### config.mk
export PLATFORM = sky130hd
export DESIGN_NAME = lcd_frame_refresher_flat
export DESIGN_NICKNAME = d
export VERILOG_FILES = /design/src/rtl/lcd_frame_refresher_pkg.sv /design/src/rtl/lcd_frame_refresher_if.sv /design/src/rtl/lcd_frame_refresher_dirty_pick.sv /design/src/rtl/lcd_frame_refresher.sv /design/src/flat_wrapper.sv
export SDC_FILE = /design/constraint.sdc
export NUM_CORES = 1
export LEC_CHECK = 0
export ABC_AREA = 1
export BUFFER_PORTS_ARGS = -buffer_cell sky130_fd_sc_hd__buf_2
export CAP_MARGIN = 20
export CORE_ASPECT_RATIO = 1.5
export CORE_MARGIN = 5
export CORE_UTILIZATION = 63
export CTS_CLUSTER_SIZE = 14
export DETAILED_ROUTE_END_ITERATION = 10
export HOLD_SLACK_MARGIN = 0.08
export PLACE_DENSITY = 0.8
export SKIP_LAST_GASP = 1
export SLEW_MARGIN = 20
export SYNTH_ARGS = -nofsm -noshare
export SYNTH_HDL_FRONTEND = slang
export SYNTH_SLANG_ARGS = --single-unit
### constraint.sdc
create_clock -name Clk -period 11.95 [get_ports Clk]
set_clock_uncertainty 0.1 [all_clocks]
set_input_delay 1.195 -clock Clk [delete_from_list [all_inputs] [get_ports Clk]]
set_output_delay 1.195 -clock Clk [all_outputs]
set_load 0.05 [all_outputs]
### src/rtl/lcd_frame_refresher_pkg.sv
// rtl/lcd_frame_refresher_pkg.sv - shared LCD geometry, character and state definitions
package lcd_frame_refresher_pkg;

  localparam int LINE_LEN   = 16;
  localparam int LINE2_BASE = 16;
  localparam int FRAME_LEN  = 2 * LINE_LEN;

  localparam logic [7:0] SPACE_CHAR = 8'h20;

  typedef enum logic [2:0] {
    ST_IDLE,
    ST_CURSOR,
    ST_WAIT_C,
    ST_DATA,
    ST_WAIT_D,
    ST_CLEAR,
    ST_WAIT_CLR
  } state_e;

endpackage

### src/rtl/lcd_frame_refresher_if.sv
// rtl/lcd_frame_refresher_if.sv - frame write port plus LCD controller command port
interface lcd_frame_refresher_if;

  logic       wr_en;
  logic [4:0] wr_addr;
  logic [7:0] wr_data;
  logic       refresh_req;
  logic       clear_req;
  logic       init_done;
  logic       op_done;
  logic [7:0] Pos;
  logic       Set_Cursor;
  logic [7:0] Data;
  logic       Set_Data;
  logic       Clr_Screen;
  logic       busy;
  logic       frame_done;
  logic       timeout_err;

  modport slave (
    input  wr_en, wr_addr, wr_data, refresh_req, clear_req, init_done, op_done,
    output Pos, Set_Cursor, Data, Set_Data, Clr_Screen, busy, frame_done, timeout_err
  );

  modport master (
    output wr_en, wr_addr, wr_data, refresh_req, clear_req, init_done, op_done,
    input  Pos, Set_Cursor, Data, Set_Data, Clr_Screen, busy, frame_done, timeout_err
  );

endinterface

### src/rtl/lcd_frame_refresher_dirty_pick.sv
// rtl/lcd_frame_refresher_dirty_pick.sv - lowest-set-bit priority encoder over the dirty mask
module lcd_dirty_pick
  import lcd_frame_refresher_pkg::*;
(
  input  logic [FRAME_LEN-1:0] mask_i,
  output logic [4:0]           idx_o,
  output logic                 any_o
);

  // Scanning downward leaves the lowest set bit as the final assignment.
  always_comb begin
    idx_o = '0;
    any_o = |mask_i;
    for (int i = FRAME_LEN - 1; i >= 0; i--) begin
      if (mask_i[i]) idx_o = 5'(i);
    end
  end

endmodule

### src/rtl/lcd_frame_refresher.sv
// rtl/lcd_frame_refresher.sv - 2x16 frame buffer with dirty-tracked push to an LCD1602 controller
module lcd_frame_refresher #(
  parameter int LINE_LEN = 16,
  parameter int TIMEOUT  = 2_000_000,
  parameter int TO_W     = 21
) (
  input  logic                  Clk,
  input  logic                  Rst,
  lcd_frame_refresher_if.slave  bus
);
  import lcd_frame_refresher_pkg::*;

  state_e          state_q, state_d;
  logic [31:0]     dirty_q, dirty_d;
  logic [7:0]      buf_q [32];
  logic [4:0]      idx_q, idx_d;
  logic [4:0]      cur_pos_q, cur_pos_d;
  logic            cur_valid_q, cur_valid_d;
  logic            clr_pend_q, clr_pend_d;
  logic [TO_W-1:0] to_cnt_q, to_cnt_d;
  logic [7:0]      pos_q, pos_d;
  logic [7:0]      data_q, data_d;
  logic            set_cursor_q, set_data_q, clr_screen_q;
  logic            frame_done_q, frame_done_d;
  logic            timeout_err_q, timeout_err_d;

  logic [4:0]      pick_idx;
  logic            pick_any;
  logic            waiting;
  logic            to_hit;
  logic            line_end;
  logic [4:0]      data_addr;
  logic [7:0]      data_src;

  lcd_dirty_pick u_pick (
    .mask_i (dirty_q),
    .idx_o  (pick_idx),
    .any_o  (pick_any)
  );

  assign waiting  = (state_q == ST_WAIT_C) || (state_q == ST_WAIT_D) || (state_q == ST_WAIT_CLR);
  assign to_hit   = waiting && !bus.op_done && (to_cnt_q == TO_W'(TIMEOUT - 1));
  assign line_end = (idx_q == 5'(LINE2_BASE - 1)) || (idx_q == 5'(LINE2_BASE + LINE_LEN - 1));
  assign to_cnt_d = waiting ? to_cnt_q + 1'b1 : '0;

  // A write landing in the cycle the character is latched must be the value sent.
  assign data_addr = (state_q == ST_IDLE) ? pick_idx : idx_q;
  assign data_src  = (bus.wr_en && bus.wr_addr == data_addr) ? bus.wr_data : buf_q[data_addr];

  always_comb begin
    dirty_d    = dirty_q;
    clr_pend_d = clr_pend_q;
    if (state_q == ST_DATA) dirty_d[idx_q] = 1'b0;
    if (bus.refresh_req)    dirty_d = '1;
    if (bus.wr_en)          dirty_d[bus.wr_addr] = 1'b1;
    if (bus.clear_req)      clr_pend_d = 1'b1;
    if (state_q == ST_CLEAR) begin
      dirty_d    = '0;
      clr_pend_d = 1'b0;
    end
  end

  always_comb begin
    state_d       = state_q;
    idx_d         = idx_q;
    cur_pos_d     = cur_pos_q;
    cur_valid_d   = cur_valid_q;
    frame_done_d  = 1'b0;
    timeout_err_d = timeout_err_q;
    case (state_q)
      ST_IDLE: begin
        if (bus.init_done) begin
          if (clr_pend_q) begin
            state_d = ST_CLEAR;
          end else if (pick_any) begin
            idx_d   = pick_idx;
            state_d = (cur_valid_q && cur_pos_q == pick_idx) ? ST_DATA : ST_CURSOR;
          end
        end
      end
      ST_CURSOR: state_d = ST_WAIT_C;
      ST_DATA:   state_d = ST_WAIT_D;
      ST_CLEAR:  state_d = ST_WAIT_CLR;
      ST_WAIT_C: begin
        if (bus.op_done) begin
          cur_pos_d   = idx_q;
          cur_valid_d = 1'b1;
          state_d     = ST_DATA;
        end
      end
      ST_WAIT_D: begin
        if (bus.op_done) begin
          cur_pos_d    = idx_q + 5'd1;
          cur_valid_d  = !line_end;
          state_d      = ST_IDLE;
          frame_done_d = (dirty_d == '0) && !clr_pend_d;
        end
      end
      ST_WAIT_CLR: begin
        if (bus.op_done) begin
          cur_pos_d   = '0;
          cur_valid_d = 1'b1;
          state_d     = ST_IDLE;
        end
      end
      default: state_d = ST_IDLE;
    endcase
    if (to_hit) begin
      timeout_err_d = 1'b1;
      cur_valid_d   = 1'b0;
      state_d       = ST_IDLE;
    end
  end

  always_comb begin
    pos_d  = pos_q;
    data_d = data_q;
    if (state_d == ST_CURSOR) pos_d  = {3'b000, idx_d};
    if (state_d == ST_DATA)   data_d = data_src;
  end

  // Strobes are registered on entry to their one-cycle state.
  always_ff @(posedge Clk or posedge Rst) begin
    if (Rst) begin
      state_q       <= ST_IDLE;
      dirty_q       <= '0;
      idx_q         <= '0;
      cur_pos_q     <= '0;
      cur_valid_q   <= 1'b0;
      clr_pend_q    <= 1'b0;
      to_cnt_q      <= '0;
      pos_q         <= '0;
      data_q        <= '0;
      set_cursor_q  <= 1'b0;
      set_data_q    <= 1'b0;
      clr_screen_q  <= 1'b0;
      frame_done_q  <= 1'b0;
      timeout_err_q <= 1'b0;
    end else begin
      state_q       <= state_d;
      dirty_q       <= dirty_d;
      idx_q         <= idx_d;
      cur_pos_q     <= cur_pos_d;
      cur_valid_q   <= cur_valid_d;
      clr_pend_q    <= clr_pend_d;
      to_cnt_q      <= to_cnt_d;
      pos_q         <= pos_d;
      data_q        <= data_d;
      set_cursor_q  <= (state_d == ST_CURSOR);
      set_data_q    <= (state_d == ST_DATA);
      clr_screen_q  <= (state_d == ST_CLEAR);
      frame_done_q  <= frame_done_d;
      timeout_err_q <= timeout_err_d;
    end
  end

  always_ff @(posedge Clk or posedge Rst) begin
    if (Rst) begin
      for (int i = 0; i < 32; i++) buf_q[i] <= SPACE_CHAR;
    end else if (state_q == ST_CLEAR) begin
      for (int i = 0; i < 32; i++) buf_q[i] <= SPACE_CHAR;
    end else if (bus.wr_en) begin
      buf_q[bus.wr_addr] <= bus.wr_data;
    end
  end

  assign bus.Pos         = pos_q;
  assign bus.Data        = data_q;
  assign bus.Set_Cursor  = set_cursor_q;
  assign bus.Set_Data    = set_data_q;
  assign bus.Clr_Screen  = clr_screen_q;
  assign bus.busy        = (state_q != ST_IDLE);
  assign bus.frame_done  = frame_done_q;
  assign bus.timeout_err = timeout_err_q;

endmodule

### src/flat_wrapper.sv
// flat-port wrapper written by rule: the top's interface ports become plain ports
module lcd_frame_refresher_flat import lcd_frame_refresher_pkg::*;
#(
  parameter int LINE_LEN = 16,
  parameter int TIMEOUT  = 2_000_000,
  parameter int TO_W     = 21
)
  (Clk, Rst, bus_wr_en, bus_wr_addr, bus_wr_data, bus_refresh_req, bus_clear_req, bus_init_done, bus_op_done, bus_Pos, bus_Set_Cursor, bus_Data, bus_Set_Data, bus_Clr_Screen, bus_busy, bus_frame_done, bus_timeout_err);
  lcd_frame_refresher_if bus_i ();
  input  logic Clk;
  input  logic Rst;
  input wire logic [$bits(bus_i.wr_en)-1:0] bus_wr_en;
  input wire logic [$bits(bus_i.wr_addr)-1:0] bus_wr_addr;
  input wire logic [$bits(bus_i.wr_data)-1:0] bus_wr_data;
  input wire logic [$bits(bus_i.refresh_req)-1:0] bus_refresh_req;
  input wire logic [$bits(bus_i.clear_req)-1:0] bus_clear_req;
  input wire logic [$bits(bus_i.init_done)-1:0] bus_init_done;
  input wire logic [$bits(bus_i.op_done)-1:0] bus_op_done;
  output wire logic [$bits(bus_i.Pos)-1:0] bus_Pos;
  output wire logic [$bits(bus_i.Set_Cursor)-1:0] bus_Set_Cursor;
  output wire logic [$bits(bus_i.Data)-1:0] bus_Data;
  output wire logic [$bits(bus_i.Set_Data)-1:0] bus_Set_Data;
  output wire logic [$bits(bus_i.Clr_Screen)-1:0] bus_Clr_Screen;
  output wire logic [$bits(bus_i.busy)-1:0] bus_busy;
  output wire logic [$bits(bus_i.frame_done)-1:0] bus_frame_done;
  output wire logic [$bits(bus_i.timeout_err)-1:0] bus_timeout_err;
  assign bus_i.wr_en = bus_wr_en;
  assign bus_i.wr_addr = bus_wr_addr;
  assign bus_i.wr_data = bus_wr_data;
  assign bus_i.refresh_req = bus_refresh_req;
  assign bus_i.clear_req = bus_clear_req;
  assign bus_i.init_done = bus_init_done;
  assign bus_i.op_done = bus_op_done;
  assign bus_Pos = bus_i.Pos;
  assign bus_Set_Cursor = bus_i.Set_Cursor;
  assign bus_Data = bus_i.Data;
  assign bus_Set_Data = bus_i.Set_Data;
  assign bus_Clr_Screen = bus_i.Clr_Screen;
  assign bus_busy = bus_i.busy;
  assign bus_frame_done = bus_i.frame_done;
  assign bus_timeout_err = bus_i.timeout_err;
  lcd_frame_refresher #(.LINE_LEN(LINE_LEN), .TIMEOUT(TIMEOUT), .TO_W(TO_W)) u_core (.Clk(Clk), .Rst(Rst), .bus(bus_i));
endmodule
==> impl_metrics.ini <==
[drt]
wire_per_inst_um = 20.7
drt_iter0_drc = 1960
wl_met2_um = 24900
wl_met1_um = 18700
drtAntennaViolNets = 0
drt-total-wl_um = 51800
viasPerCell = 6.29
drc = 0
route.met3.wl_um = 4880
routed-via-count = 15700
highest_layer = met4
dr.pass1.iters = 6

[yosys]
synth_top_cells_by_area = dfrtp_1 (46%), nand3_1 (11%), inv_1 (8.8%), o22ai_1 (8.4%), nand2_1 (7.5%)
ys_seq_area_share_pct = 50.6
yosys_warnings = 0
async_reset_ff_share_pct = 100
ys_seq_elements = 342
yosys.area.top_type_share_pct = 45.7
avgSynthCellArea_um2 = 7.95
synth_largest_area_cell = dfrtp_1
synthesis.area_um2 = 17000
syn_inst = 2136
synth_ff_type = dfrtp_1
synth_cell_types = 42
synth_enable_flop_cells = 0

[critical_path]
criticalPathCategory = register to register
cp-start-kind = register
crit_arrival_ns = 5.08
critical_path.slowest_cell = buf_4
cp_max_fo = 77
cp.required_ns = 12.31
critical-path-max-stage-delay_ns = 0.75
cp-end-kind = register
path_common_cell = nand2_1

[timing]
worst_pin_slew_ns = 0.966
drv_slew = 0
fin_crit_sh_pct = 39.5
tns_ns = 0
setup_viol = 0
fmax_ghz = 0.212
grt_setup_unrepaired = no
min_period_ns = 4.72
finalHoldViolCount = 0
max-slew-margin-rel_pct = 35.4

[min_path]
hold_path_class = register to register

[finish]
fin_nets = 2159
area_growth_syn_to_layout_pct = 8.94
finalNonFillerCells = 2497
diodes = 0
post-route-util_pct = 69.6
drive_gt1_share_pct = 7.73
n_fill_cell = 2154

[flow_run]
drv_cap = 0

[power]
power_switching_uw = 2420
p_clk_share_pct = 20.6
switching_share_pct = 44.5
ir_worst_vdd_mv = 0.194
p_leak_uw = 0.00915
p_comb_share_pct = 46.5
seqPwrFrac_pct = 32.8
p_int_uw = 3020
power-per-cell-area_nw_per_um2 = 294

[clock_tree]
clkTransAtPathRegs_ns = 0.06
cts-root-buf = clkbuf_16
cts_max_level = 2
hold_buffers = 0
post_cts_resize_count = 0
cts_sinks = 342
clk_latency_ns = 0.54
cts.path.max_buffers = 3
cts_buffers = 36
postCtsSetupBuffers = 0
cts_tree = yes

[global_route]
grt_max_degree = 143
grt_pass1_wl_um = 81900
grt_pass1_vias = 15400
grt.overflow.total = 0
antenna_found_initial = 0
grt_usage_pct = 34.3

[floorplanning]
initial_utilization_pct = 63.9
fp-row-count = 73
core_area_um2 = 26600
die_h_um = 211
die_w_um = 144
ioPinCount = 42
die-area_um2 = 30400

[place]
port_buffers = 38
gp_congestion = 0.990
numPlacedInstances = 2430
hpwlAfterDp_um = 34500

[run_status]
status = finished clean
==> worst max-delay path, delay by kind of cell (launching register included) <==
kind / cells / cell delay [ns]
DFF: 1 / 0.38
AOI/OAI and AO/OA: 1 / 0.57
and+or+nand+nor: 37 / 2.73
buffers and inverters: 2 / 0.83
==> power by group through the flow <==
stage	clock network (uW)	logic (uW)	registers, uW
after floorplan	0	1820	1820
after detailed placement	0	2450	1800
after global placement	0	2400	1780
final	1120	2530	1790
after global routing	1180	2770	1820
after CTS	1130	2470	1780
==> synthesized netlist by cell type (all sizes together) (4+ instances only) <==
cell type	count
nor4	15
ha	7
o22ai	227
clkinv	5
xor2	4
nand4	6
nand2	342
nor3	24
nor2	128
buf	48
o21ai	79
clkbuf	52
nand3b	5
dfstp	32
mux2	5
dfrtp	310
a21oi	30
a31oi	35
nand3	362
inv	404
==> stage by stage <==
stage	power, uW	area (um2)	hold WS, ns	setup slack, ns
global placement	4180	17300	0.345	7.39
detailed placement	4240	17300	0.360	7.36
finish	5440	18500	0.364	7.23
global route	5770	18500	0.386	6.69
CTS	5370	18500	0.368	7.32
floorplan	3640	17000	0.333	1.23
==> final timing paths <==
path                                         startpoint  slack (ns)                        endpoint  cells past startpoint
setup / recovery           u_core.dirty_q[29]$_DFF_PP0_        7.23  u_core.bus.Data[7]$_DFFE_PP0N_                     40
hold / removal             u_core.to_cnt_q[0]$_DFF_PP0_        0.36    u_core.to_cnt_q[0]$_DFF_PP0_                      1
setup reg to reg           u_core.dirty_q[29]$_DFF_PP0_        7.23  u_core.bus.Data[7]$_DFFE_PP0N_                     40
hold reg to reg            u_core.to_cnt_q[0]$_DFF_PP0_        0.36    u_core.to_cnt_q[0]$_DFF_PP0_                      1
max in group asynchronous                           Rst        9.50   u_core.bus.Pos[1]$_DFFE_PP0N_                      4
min in group asynchronous                           Rst        0.54   u_core.buf_q[131]$_DFFE_PP0P_                      2
==> logic make-up (layout without fill, tap and decap cells) <==
group	after synthesis	after routing	share of synthesized area, %
AND/OR/NAND/NOR	886	886	23.0
buffers and inverters	509	531	11.9
AO/OA/AOI/OAI	382	382	13.4
flip-flops	342	342	50.6
adder cells (fa/ha/maj)	7	7	0.516
multiplexers	5	5	0.331
XOR/XNOR	4	4	0.206
other	1	3	0.0221
==> sequential cells by signal, indices dropped and copies added (netlist names), 3 cells and up <==
| name | cells |
|---|---|
| u_core.state_q | 3 |
| u_core.dirty_q | 32 |
| u_core.bus.Pos | 5 |
| u_core.buf_q | 256 |
| u_core.to_cnt_q | 21 |
| u_core.cur_pos_q | 5 |
| u_core.idx_q | 5 |
| u_core.bus.Data | 8 |
==> area by class of cell <==
type	instances	area [um2]	area share, %
inverters	409	1550	8.35
repair buffers	56	349	1.89
flip-flops and latches	342	8600	46.5
clock buffers	60	1120	6.06
well taps	337	422	2.28
clock inverters	6	67.6	0.365
multi-input cells	1287	6400	34.6
==> layout by cell type (no fill, tap or decap), types with 2 or more instances in the layout <==
master,netlist,final
clkbuf_8,0,11
clkbuf_1,52,12
mux2_2,5,5
nand2_1,339,333
nor2_1,127,127
a21oi_1,29,29
clkinv_1,5,5
a211oi_1,2,2
buf_2,9,38
nor3_1,24,24
clkinvlp_4,0,2
ha_1,7,7
or2_2,2,2
xor2_1,4,4
nand2_2,1,6
inv_1,400,399
nand4_1,6,6
buf_4,15,16
a31oi_1,35,35
dfstp_2,32,32
conb_1,1,3
o22ai_1,227,227
clkbuf_16,0,37
nand2_4,2,3
inv_2,4,3
nand3_1,362,362
dfrtp_1,310,310
o21ai_0,78,78
inv_6,0,2
nand3b_1,5,5
nor4_1,15,15
==> per-layer routing <==
layer,vias up,track usage [%]
li1,7087,-
met1,7493,42.6
met2,915,54.6
met3,221,7.45
met4,0,20.8
met5,-,0
Note: power is estimated with default switching activity, not from simulation.
